File: src/rtl/riscv_smartv_ctx_loader_pkg.sv
// Shared types for the SMART-V context loader: FSM states, descriptor word layout
// and the descriptor address helper.
package riscv_smartv_ctx_loader_pkg;

  typedef enum logic [1:0] {
    CTX_IDLE,
    CTX_REQ,
    CTX_WAIT,
    CTX_COMMIT
  } ctx_state_t;

  // Word order inside one task descriptor; word i lands in pmp entry i.
  typedef enum logic [3:0] {
    DESC_CODE_LO,
    DESC_CODE_HI,
    DESC_DATA_LO,
    DESC_DATA_HI,
    DESC_LIB_LO,
    DESC_LIB_HI,
    DESC_PERIPH_MASK,
    DESC_BITBAND_MASK,
    DESC_BITBAND_REG0,
    DESC_BITBAND_REG1
  } desc_word_t;

  localparam int unsigned DESC_WORD_BYTES = 4;

  function automatic logic [31:0] desc_base(input logic [31:0] table_base,
                                            input logic [31:0] task_id,
                                            input int unsigned stride_log2);
    return table_base + (task_id << stride_log2);
  endfunction

endpackage

File: src/rtl/riscv_smartv_ctx_loader_if.sv
// Single-outstanding read port between the context loader and descriptor memory.
interface riscv_smartv_ctx_loader_if;

  logic        req;
  logic [31:0] addr;
  logic        gnt;
  logic        rvalid;
  logic [31:0] rdata;
  logic        err;

  modport master (output req, addr, input gnt, rvalid, rdata, err);
  modport slave  (input req, addr, output gnt, rvalid, rdata, err);

endinterface

File: src/rtl/riscv_smartv_ctx_loader.sv
// Loads a task's region descriptor into shadow registers and commits it to the
// active pmp_addr vector in a single cycle, stalling the core meanwhile.
module riscv_smartv_ctx_loader
  import riscv_smartv_ctx_loader_pkg::*;
#(
  parameter int N_PMP_ENTRIES    = 16,
  parameter int N_CTX_WORDS      = 10,
  parameter int TASK_ID_W        = 4,
  parameter int DESC_STRIDE_LOG2 = 6
) (
  input  logic                                   clk,
  input  logic                                   rst_n,
  input  logic                                   switch_req_i,
  input  logic [TASK_ID_W-1:0]                   task_id_i,
  input  logic [31:0]                            table_base_i,
  output logic                                   busy_o,
  output logic                                   core_stall_o,
  output logic                                   done_o,
  output logic                                   err_o,
  riscv_smartv_ctx_loader_if.master              mem,
  input  logic                                   csr_we_i,
  input  logic [$clog2(N_PMP_ENTRIES)-1:0]       csr_idx_i,
  input  logic [31:0]                            csr_wdata_i,
  output logic [N_PMP_ENTRIES-1:0][31:0]         pmp_addr_o
);

  localparam int K_W = (N_CTX_WORDS > 1) ? $clog2(N_CTX_WORDS) : 1;

  ctx_state_t     state_q, state_d;
  logic [K_W-1:0] k_q;
  logic [31:0]    addr_q;
  logic [31:0]    shadow_q [N_CTX_WORDS];
  logic           last_word;
  logic           rd_ok;
  logic           rd_err;

  assign last_word    = (k_q == K_W'(N_CTX_WORDS - 1));
  assign rd_ok        = (state_q == CTX_WAIT) && mem.rvalid && !mem.err;
  assign rd_err       = (state_q == CTX_WAIT) && mem.rvalid &&  mem.err;

  assign mem.req      = (state_q == CTX_REQ);
  assign mem.addr     = addr_q;
  assign busy_o       = (state_q != CTX_IDLE);
  assign core_stall_o = busy_o;

  always_ff @(posedge clk or negedge rst_n) begin
    if (!rst_n) state_q <= CTX_IDLE;
    else        state_q <= state_d;
  end

  always_comb begin
    state_d = state_q;
    case (state_q)
      CTX_IDLE:   if (switch_req_i) state_d = CTX_REQ;
      CTX_REQ:    if (mem.gnt) state_d = CTX_WAIT;
      CTX_WAIT: begin
        if (rd_err)     state_d = CTX_IDLE;
        else if (rd_ok) state_d = last_word ? CTX_COMMIT : CTX_REQ;
      end
      CTX_COMMIT: state_d = CTX_IDLE;
      default:    state_d = CTX_IDLE;
    endcase
  end

  // Address and word counter advance only on a good response, so a stalled
  // grant leaves the request untouched.
  always_ff @(posedge clk or negedge rst_n) begin
    if (!rst_n) begin
      k_q    <= '0;
      addr_q <= '0;
      done_o <= 1'b0;
      err_o  <= 1'b0;
    end else begin
      done_o <= (state_q == CTX_COMMIT);
      err_o  <= rd_err;
      if ((state_q == CTX_IDLE) && switch_req_i) begin
        k_q    <= '0;
        addr_q <= desc_base(table_base_i, 32'(task_id_i), DESC_STRIDE_LOG2);
      end else if (rd_ok && !last_word) begin
        k_q    <= k_q + 1'b1;
        addr_q <= addr_q + 32'(DESC_WORD_BYTES);
      end
    end
  end

  always_ff @(posedge clk) begin
    if (rd_ok) shadow_q[k_q] <= mem.rdata;
  end

  // Commit is written after the CSR write so it takes priority on a collision.
  always_ff @(posedge clk or negedge rst_n) begin
    if (!rst_n) begin
      pmp_addr_o <= '0;
    end else begin
      if (csr_we_i) pmp_addr_o[csr_idx_i] <= csr_wdata_i;
      if (state_q == CTX_COMMIT) begin
        for (int i = 0; i < N_CTX_WORDS; i++) pmp_addr_o[i] <= shadow_q[i];
      end
    end
  end

endmodule

File: src/flat_wrapper.sv
// flat-port wrapper written by rule: the top's interface ports become plain ports
module riscv_smartv_ctx_loader_flat import riscv_smartv_ctx_loader_pkg::*;
#(
  parameter int N_PMP_ENTRIES    = 16,
  parameter int N_CTX_WORDS      = 10,
  parameter int TASK_ID_W        = 4,
  parameter int DESC_STRIDE_LOG2 = 6
)
  (clk, rst_n, switch_req_i, task_id_i, table_base_i, busy_o, core_stall_o, done_o, err_o, csr_we_i, csr_idx_i, csr_wdata_i, pmp_addr_o, mem_req, mem_addr, mem_gnt, mem_rvalid, mem_rdata, mem_err);
  riscv_smartv_ctx_loader_if mem_i ();
  input  logic clk;
  input  logic rst_n;
  input  logic switch_req_i;
  input  logic [TASK_ID_W-1:0] task_id_i;
  input  logic [31:0] table_base_i;
  output logic busy_o;
  output logic core_stall_o;
  output logic done_o;
  output logic err_o;
  input  logic csr_we_i;
  input  logic [$clog2(N_PMP_ENTRIES)-1:0] csr_idx_i;
  input  logic [31:0] csr_wdata_i;
  output logic [N_PMP_ENTRIES-1:0][31:0] pmp_addr_o;
  output wire logic [$bits(mem_i.req)-1:0] mem_req;
  output wire logic [$bits(mem_i.addr)-1:0] mem_addr;
  input wire logic [$bits(mem_i.gnt)-1:0] mem_gnt;
  input wire logic [$bits(mem_i.rvalid)-1:0] mem_rvalid;
  input wire logic [$bits(mem_i.rdata)-1:0] mem_rdata;
  input wire logic [$bits(mem_i.err)-1:0] mem_err;
  assign mem_req = mem_i.req;
  assign mem_addr = mem_i.addr;
  assign mem_i.gnt = mem_gnt;
  assign mem_i.rvalid = mem_rvalid;
  assign mem_i.rdata = mem_rdata;
  assign mem_i.err = mem_err;
  riscv_smartv_ctx_loader #(.N_PMP_ENTRIES(N_PMP_ENTRIES), .N_CTX_WORDS(N_CTX_WORDS), .TASK_ID_W(TASK_ID_W), .DESC_STRIDE_LOG2(DESC_STRIDE_LOG2)) u_core (.clk(clk), .rst_n(rst_n), .switch_req_i(switch_req_i), .task_id_i(task_id_i), .table_base_i(table_base_i), .busy_o(busy_o), .core_stall_o(core_stall_o), .done_o(done_o), .err_o(err_o), .mem(mem_i), .csr_we_i(csr_we_i), .csr_idx_i(csr_idx_i), .csr_wdata_i(csr_wdata_i), .pmp_addr_o(pmp_addr_o));
endmodule
File: config.mk
export PLATFORM = sky130hd
export DESIGN_NAME = riscv_smartv_ctx_loader_flat
export DESIGN_NICKNAME = d
export VERILOG_FILES = /design/src/rtl/riscv_smartv_ctx_loader_pkg.sv /design/src/rtl/riscv_smartv_ctx_loader_if.sv /design/src/rtl/riscv_smartv_ctx_loader.sv /design/src/flat_wrapper.sv
export SDC_FILE = /design/constraint.sdc
export NUM_CORES = 1
export LEC_CHECK = 0
export BUFFER_PORTS_ARGS = -buffer_cell sky130_fd_sc_hd__clkbuf_2
export CAP_MARGIN = 20
export CORE_AREA = 2 2 257 259
export CTS_BUF_LIST = sky130_fd_sc_hd__clkbuf_8
export DETAILED_ROUTE_END_ITERATION = 6
export DIE_AREA = 0 0 259 261
export PLACE_DENSITY = 0.77
export SYNTH_ARGS = -nofsm -noshare
export SYNTH_HDL_FRONTEND = slang
export SYNTH_SLANG_ARGS = --single-unit
File: constraint.sdc
create_clock -name clk -period 3.72 [get_ports clk]
set_input_delay 0.744 -clock clk [delete_from_list [all_inputs] [get_ports clk]]
set_output_delay 0.744 -clock clk [all_outputs]
set_load 0.01 [all_outputs]
==> results of run 1 <==
## layer usage
| layer | vias up | wire length [um] |
|---|---|---|
| li1 | 10200 | - |
| met1 | 12000 | 41400 |
| met2 | 1137 | 46900 |
| met3 | 254 | 8300 |
| met4 | 0 | 4510 |
| met5 | - | 0 |
## flip-flops by register name, summed over array words and instances (netlist names)
name and count:
u_core.pmp_addr_o 512, u_core.shadow_q 320, u_core.mem.addr 32, u_core.k_q 4
u_core.state_q 2, u_core.done_o 1, u_core.err_o 1
## cells by family after synthesis
| group | count (synthesis) | synth area share |
|---|---|---|
| flops | 872 | 0.680 |
| xor+xnor | 43 | 0.0109 |
| simple gates | 499 | 0.0668 |
| compound gates | 362 | 0.0543 |
| fa+ha+maj | 10 | 0.00385 |
| mux | 526 | 0.160 |
| buf+inv | 182 | 0.0244 |
## synthesized netlist by cell type, types with 3 or more instances
cell,number,share of area
and3_1,7,0.0013
inv_1,11,0.0012
nor3_2,4,0.0012
nand2_1,358,0.039
mux2_1,3,0.00098
nand3b_1,5,0.0011
nand4_1,9,0.0016
xor2_1,6,0.0015
nor2_1,26,0.0028
a211oi_1,6,0.0013
a21o_1,3,0.00065
buf_4,10,0.0022
mux2i_1,334,0.097
nand2b_1,5,0.00091
dfrtp_1,552,0.40
and2_1,13,0.0024
o21ai_1,109,0.016
mux2_2,189,0.062
nor4_1,5,0.00091
edfxtp_1,320,0.28
clkbuf_1,79,0.0086
ha_1,9,0.0033
xnor2_1,37,0.0094
nand4_4,3,0.0019
nor3_1,21,0.0031
o21ai_0,227,0.033
nor4_2,5,0.0018
nor2b_1,3,0.00054
nand3_1,11,0.0016
and4_1,10,0.0025
nor2_2,3,0.00054
o21a_1,5,0.0011
buf_2,80,0.012
a21oi_1,4,0.00058
## worst max-delay path: cells and delay by family, from the launching register on
family        cells  cell delay [ns]
flops             1             0.41
simple gates      4             1.92
## path summary, 6_finish.rpt
| kind | from | endpoint | slack, ns | cells after the start |
|---|---|---|---|---|
| min reg2reg | u_core.shadow_q[6][31] | u_core.pmp_addr_o[223] | 0.42 | 2 |
| max | u_core.state_q[1] | u_core.shadow_q[3][20] | 0.96 | 4 |
| min in group asynchronous | rst_n | u_core.pmp_addr_o[485] | 0.63 | 2 |
| max reg2reg | u_core.state_q[1] | u_core.shadow_q[3][20] | 0.96 | 4 |
| min | table_base_i[0] | u_core.mem.addr[0] | 0.17 | 3 |
| max in group asynchronous | rst_n | u_core.pmp_addr_o[221] | 2.10 | 3 |
## layout make-up
class	instances	area, sq um	area share
diodes	6	15.0	0.000362
clock buffers	163	2240	0.0542
clock inverters	93	509	0.0123
inverters	11	41.3	0.000997
multi-input cells	1440	10300	0.248
flip-flops and latches	872	23400	0.565
well taps	864	1080	0.0261
repair buffers	708	3830	0.0924
## where the power goes
group	switching, mW	total, mW	internal (mW)	leakage, nW
Combinational	5.34	8.81	3.47	7.38
Clock	3.86	7.98	4.12	1.60
Sequential	1.71	14.2	12.5	9.59
Total	10.9	31.0	20.1	18.6
## per-stage QoR
stage	setup WS, ns	power, mW
after CTS	1.03	31.1
after global routing	0.833	32.5
final	0.963	31.0
after floorplan	0.0712	18.4
after detailed placement	0.783	23.1
after global placement	0.831	22.7
==> summary by stage, run 1 <==
CTS
CTS built an H-tree with a depth of 4. The maximum clock insertion buffer count is 3. The number of buffers added for setup after CTS is 0.

Clock latency on the worst-skew pair, taken at its later pin, is 0.79 ns. Counting the buffers created by CTS gives ~140. The clock tree from TritonCTS is built. The buffer cell driving the clock tree root is clkbuf_8. The count of clock tree sinks is a little under 900. After clock tree synthesis, the clock-pin slew on the worst setup and hold paths is 0.06 ns. In this run, post-CTS repair resized a total of 0 instances. After clock tree synthesis, the flow added hold-fix buffers numbering 1.

STA
Setup violations remaining at the end of the flow were counted as 0. The number of hold violations in the final report is 0. The clock skew after layout is about 0.036 ns. The setup TNS after final layout is 0 ns.

The slew at the pin closest to its max-slew limit is 1.06 ns. The time the final worst path needs with I/O delays and setup is 2.76 ns. The number of max-slew violations in the final report was 0. Setup repair after global routing left no endpoint under its margin.

The final worst-path cycle share is 0.741. The max-slew headroom at the worst pin is 0.291. Across all hold checks on the routed design, the worst slack comes to about 0.17 ns. The maximum clock frequency is 0.363 GHz.

Synth
The cell count after synthesis came out at 2494. The most frequently used flop master after synthesis is dfrtp_1. Counting every net in the synthesized netlist gives 2615.

The Yosys step of the flow raised 0 warnings. The number of flops mapped to enable cells by yosys is 320. The cell area after technology mapping is ~34000 sq um. The synthesized netlist contains 55 unique library cells.

Counting flops with an async set or reset pin after synthesis yields a share of 0.633. Dividing the synthesized area by the synthesized cell count gives about 14 sq um. The post-synthesis sequential element count is 872.

For this run, the register share of the synthesized area comes to 0.680.

Worst setup path
In this design, the stage delay of the slowest critical-path cell is ~0.82 ns. Traced cell by cell, the critical path runs through nor2b_1 -> nand3b_1 -> nor3_1 -> and2_2. The kind of start point of the critical path is a register. The critical path class is reg -> reg. Data on the critical path arrives at its endpoint at 3.13 ns. The slowest stage of the critical path belongs to the cell and2_2. The capturing element type of the critical path is a register. The required time of the critical path is 4.10 ns. Of all nets on the critical path, the largest fanout is 32.

Finish
With fillers left out, the area of the finished cells amounts to around 41000 sq um. The number of nets at the end of the flow is 3293. The layout overhead on the synthesized area is 20.3%. The commonest non-fill, non-tap cell in the layout is clkbuf_2. The number of filler instances in the final layout is just under 5000. The top cell types in the final layout, fill and taps aside, are clkbuf_2 (658), dfrtp_1 (552), nand2_1 (357). For this run, the number of standard cells in the final layout without fillers is ~4200. The final cell utilization of the core is 0.637.

In the final layout, the share of cells above drive strength 1 is 0.346.

Placement
The total half-perimeter wirelength after legalization and detailed placement is slightly below 70000 um. Input and output buffers added on the ports amount to approximately 660. The weighted congestion reported at the end of routability-driven placement is slightly below 0.9. Once placement completed, the tool counted placed cells totaling between 3000 and 4000. Summing all placed instances gives a cell area of just under 40000 sq um.

GRT
Entering global routing, the biggest net connects roughly 130 pins. In the global route stage, overall resource usage came out at 0.297. In the global route stage, met2 resource usage came out at 0.461. The number of global-route vias before repair is 23800. The met1 track utilization from global routing is 0.400. The global-route wire length before repair is between 100000 and 150000 um. The leftover overflow at the end of global routing is 0.

The number of antenna violations at the first check in global routing is 5. The met3 capacity usage during global routing is 0.0715. The global routing stage identified its most utilized layer as met2.

Detailed routing
The first-pass detailed-route iteration total is 6. The starting DRC count in detailed routing is between 2000 and 2500. The total via count after detailed routing is 23700.

The average vias per placed instance is about 5.7. The total routed wirelength is approximately 100000 um. The post-detailed-route DRC marker count is 0. Dividing the detail-routed wire length by the instance count gives around 24 um. In this run the remaining antenna-violating nets after routing total 0.

Run
The max-cap check violation count is 0.

Floorplan
Measured along the x axis, the die boundary spans approximately 260 um. In this run the standard cell core region covers about 65000 sq um. The initial standard-cell utilization of the core is 0.530. In this run the core area contains 94 standard-cell rows. The I/O pin count is 660. The floorplan step defined a die boundary enclosing around 68000 sq um. The vertical die dimension is 261 um.

Min path
The min-delay analysis places its worst path in the category in -> reg.

Power and ir drop
The worst-case IR drop observed on VDD is 0.465 mV. The leakage power figure is approximately 19 nW. The power density relative to cell area is between 700 and 800 nW/um^2.

Outcome
The run finished with clean final reports.
No activity file was read; power rests on OpenSTA's default activity.
==> inputs of run 2 (changes only) <==
- ABC_AREA: unset -> 1
- clock period: 3.72 -> 2.7 ns (I/O delays scaled with it)
==> summary by stage, run 2 <==
Floorplan
In this run the count of I/O pins placed on the die edge is 660. The floorplan has 94 rows. The die is 259 um wide. The die covers between 60000 and 70000 sq um. In this run the standard cell core region covers 65000 sq um.

The initial standard-cell utilization of the core is 0.530. The floorplan step set the die height to approximately 260 um.

Synth
For this run, the register share of the synthesized area comes to 0.679. Dividing the synthesized area by the synthesized cell count gives 11.4 sq um. In the post-synthesis netlist, the cell with the most instances is nand2_1. Counting flops with an async set or reset pin after synthesis yields a share of 0.633.

The gate count of the mapped netlist is just over 3000. The post-synthesis sequential element count is between 800 and 900. Counting instances in the post-synthesis netlist gives the leading cell types as nand2_1 (757), dfrtp_1 (552), nand3_1 (382), edfxtp_1 (320), o211ai_1 (256). The cell area after technology mapping is 34500 sq um. The synthesized design contains 320 enable-type register cells. In this run, distinct cell masters in the synthesized netlist total 39. The share of the synthesized area in the top cell type is 0.400. After synthesis, the cell types taking the most area are dfrtp_1 (40%), edfxtp_1 (28%), nand2_1 (8.2%). The number of nets in the synthesized netlist is around 3200. The number of warnings issued by yosys is 0.

dfrtp_1 takes more of the synthesized area than any other cell. The most frequently used flop master after synthesis is dfrtp_1.

Worst setup path
The critical-path maximum fanout is 5. The slowest stage of the critical path belongs to the cell dfrtp_1. Traced cell by cell, the critical path runs through nor2_1 -> inv_1 -> clkbuf_2. The required time of the critical path is 2.16 ns. The critical path in this run is classified as reg -> out. The signal arrival time at the worst endpoint is between 1.5 and 2 ns. The stage delay of the slowest cell on the critical path is roughly 0.45 ns. The kind of start point of the critical path is a register. STA classifies the critical path endpoint as an output pin.

Finish
The post-route cell area is between 40000 and 50000 sq um. The register with the most flip-flops in the layout has 512 of them. Leaving out fill and tap cells, the most frequent cells in the layout are nand2_1 (756), clkbuf_2 (658), dfrtp_1 (552). Fill cells in the final layout number 4988. Leaving out fill and tap cells, the most frequent cell in the layout is nand2_1.

Summing all flip-flop and latch instances after layout gives between 20000 and 25000 sq um. The register with the most flip-flops is u_core.pmp_addr_o. The share of layout cells above drive strength 1 is 0.267. For this run, the post-layout net count is a little under 4000.

From synthesis to final layout, the design area changed by 21.6%. The final cell count without fillers is 4720. The area used by multi-input combinational logic is 9940 sq um.

STA
The final worst-path cycle share is 0.822. The time the final worst path needs with I/O delays and setup is 2.22 ns. The count of endpoints failing setup in the final report is 0. The worst hold slack across all endpoints is roughly 0.065 ns.

Across the routed clock network, the largest skew measured is 0.0392 ns. The worst path meets setup with ~0.48 ns of slack. The number of hold violations in the final report came to 0. For the pin with the worst max-slew slack, the measured transition is between 0.8 and 0.9 ns.

Setup repair after global routing left no endpoint under its margin. The number of max-slew violations in the final report is 0. Timing would allow up to 0.451 GHz. The max-slew headroom at the worst pin is 0.443.

Placement
The placed standard-cell area is ~40000 sq um. The setup slack at placement is between 0.4 and 0.5 ns. Routability-driven placement finished with a final weighted congestion of roughly 0.93. The placed cell count is approximately 4500. The total half-perimeter wirelength after legalization and detailed placement is between 70000 and 80000 um. Port buffering added roughly 660 buffers.

Detailed routing
The post-detailed-route DRC marker count is 0. The average vias per placed instance is ~5.9. Across all layers, the routed design uses about 28000 vias. The first-pass detailed-route iteration total is 6. After detailed routing, the average wire length per cell comes to about 24 um. The remaining antenna violation count after routing is 0. After the first detailed-routing iteration, the DRC count stood at ~3500. The routed design has 112000 um of wire.

CTS
The clock-pin slew reported for the worst setup and hold paths after clock tree synthesis is around 0.06 ns. Clock tree synthesis selected as its root buffer the cell clkbuf_8. The count of cells resized by post-cts repair is 0.

The maximum clock insertion buffer count is 3. The number of clock buffers inserted by TritonCTS is 140. The post-cts hold buffer count is 9. The H-tree was split into 4 levels. After clock tree synthesis, the setup repair step added 0 buffers. TritonCTS built the clock tree. The clock latency at the later pin of the worst-skew pair is between 0.8 and 0.9 ns. The count of clock tree sinks is a little under 900.

Run
The max-cap check violation count is 0.

GRT
The leftover overflow at the end of global routing is 0. Entering global routing, the biggest net connects slightly above 90 pins. The number of global-route vias before repair was between 20000 and 30000.

The global-route total usage across every layer is 0.328. The first global-routing pass estimated approximately 170000 um of wire. The number of antenna violations at the first check in global routing is 4.

Power and ir drop
VDD sags by at most approximately 0.68 mV. For this design the ratio of total power to cell area is 1060 nW/um^2. In this run the static leakage power is around 19 nW.

Min path
The min-delay analysis places its worst path in the category in -> reg.

Outcome
The run finished with clean final reports.
run 2: changes by cell type after synthesis, moves of 17 or more:
cell      previous run  this run
xnor2_1             37         7
o21ai_1            109       193
o211ai_2             0        64
o21ai_0            227        28
mux2_2             189         0
nand2_1            358       757
nand3_1             11       382
o211ai_1             0       256
a21oi_1              4        21
inv_1               11        86
buf_2               80        31
nor2_1              26        92
buf_1                0        31
mux2i_1            334         2
run 2: layout make-up:
class	count	share of cell area
antenna	5	0.000298
sequential	872	0.559
clock buffer	164	0.0538
multi-input combinational	1883	0.237
inverter	94	0.00859
tap	864	0.0258
clock inverter	89	0.0115
timing repair buffer	749	0.104
run 2: logic make-up after synthesis:
logic type / count (synthesis) / synth area share
and+or+nand+nor: 1292 / 0.162
DFF: 872 / 0.679
AOI/OAI and AO/OA: 569 / 0.115
buffers and inverters: 280 / 0.0368
xor gates and xnor gates: 10 / 0.00254
adders and majority gates: 10 / 0.00385
muxes: 2 / 0.000580
run 2: worst max-delay path: cells and delay by family, from the launching register on:
kind                   cells  cell delay (ns)
DFF                        1             0.45
buffers and inverters      2             0.22
and+or+nand+nor            1             0.23
run 2: where the power goes:
group / total, mW / switching, mW / internal, mW
sequential: 19.9 / 2.87 / 17.0
combinational: 13.5 / 8.32 / 5.18
clock: 11.1 / 5.38 / 5.69
total: 44.5 / 16.6 / 27.9
run 2: metal layers:
layer | track usage | vias to the layer above | share of wire
li1 | - | 12200 | -
met1 | 0.440 | 13600 | 0.38
met2 | 0.498 | 1782 | 0.46
met3 | 0.0857 | 315 | 0.11
met4 | 0.171 | 0 | 0.052
met5 | 0 | - | 0
run 2: final timing paths:
path                                       start                     end  slack (ns)  depth (start not counted)
min in group asynchronous                  rst_n   u_core.pmp_addr_o[88]        0.33                          2
hold reg to reg            u_core.shadow_q[9][9]  u_core.pmp_addr_o[297]        0.44                          2
setup / recovery               u_core.state_q[1]                  busy_o        0.48                          3
hold / removal                   table_base_i[5]      u_core.mem.addr[5]        0.07                          3
max in group asynchronous                  rst_n  u_core.pmp_addr_o[210]        1.54                          3
setup reg to reg              u_core.mem.addr[2]     u_core.mem.addr[18]        0.63                          9
run 2: stage by stage:
step | setup TNS (ns) | utilization | power [mW]
5_1_grt | 0 | 0.645 | 46.6
4_1_cts | 0 | 0.645 | 44.5
6_report | 0 | 0.645 | 44.5
3_3_place_gp | 0 | 0.601 | 33.0
2_1_floorplan | -183.30 | - | 26.4
3_5_place_dp | 0 | 0.601 | 33.4
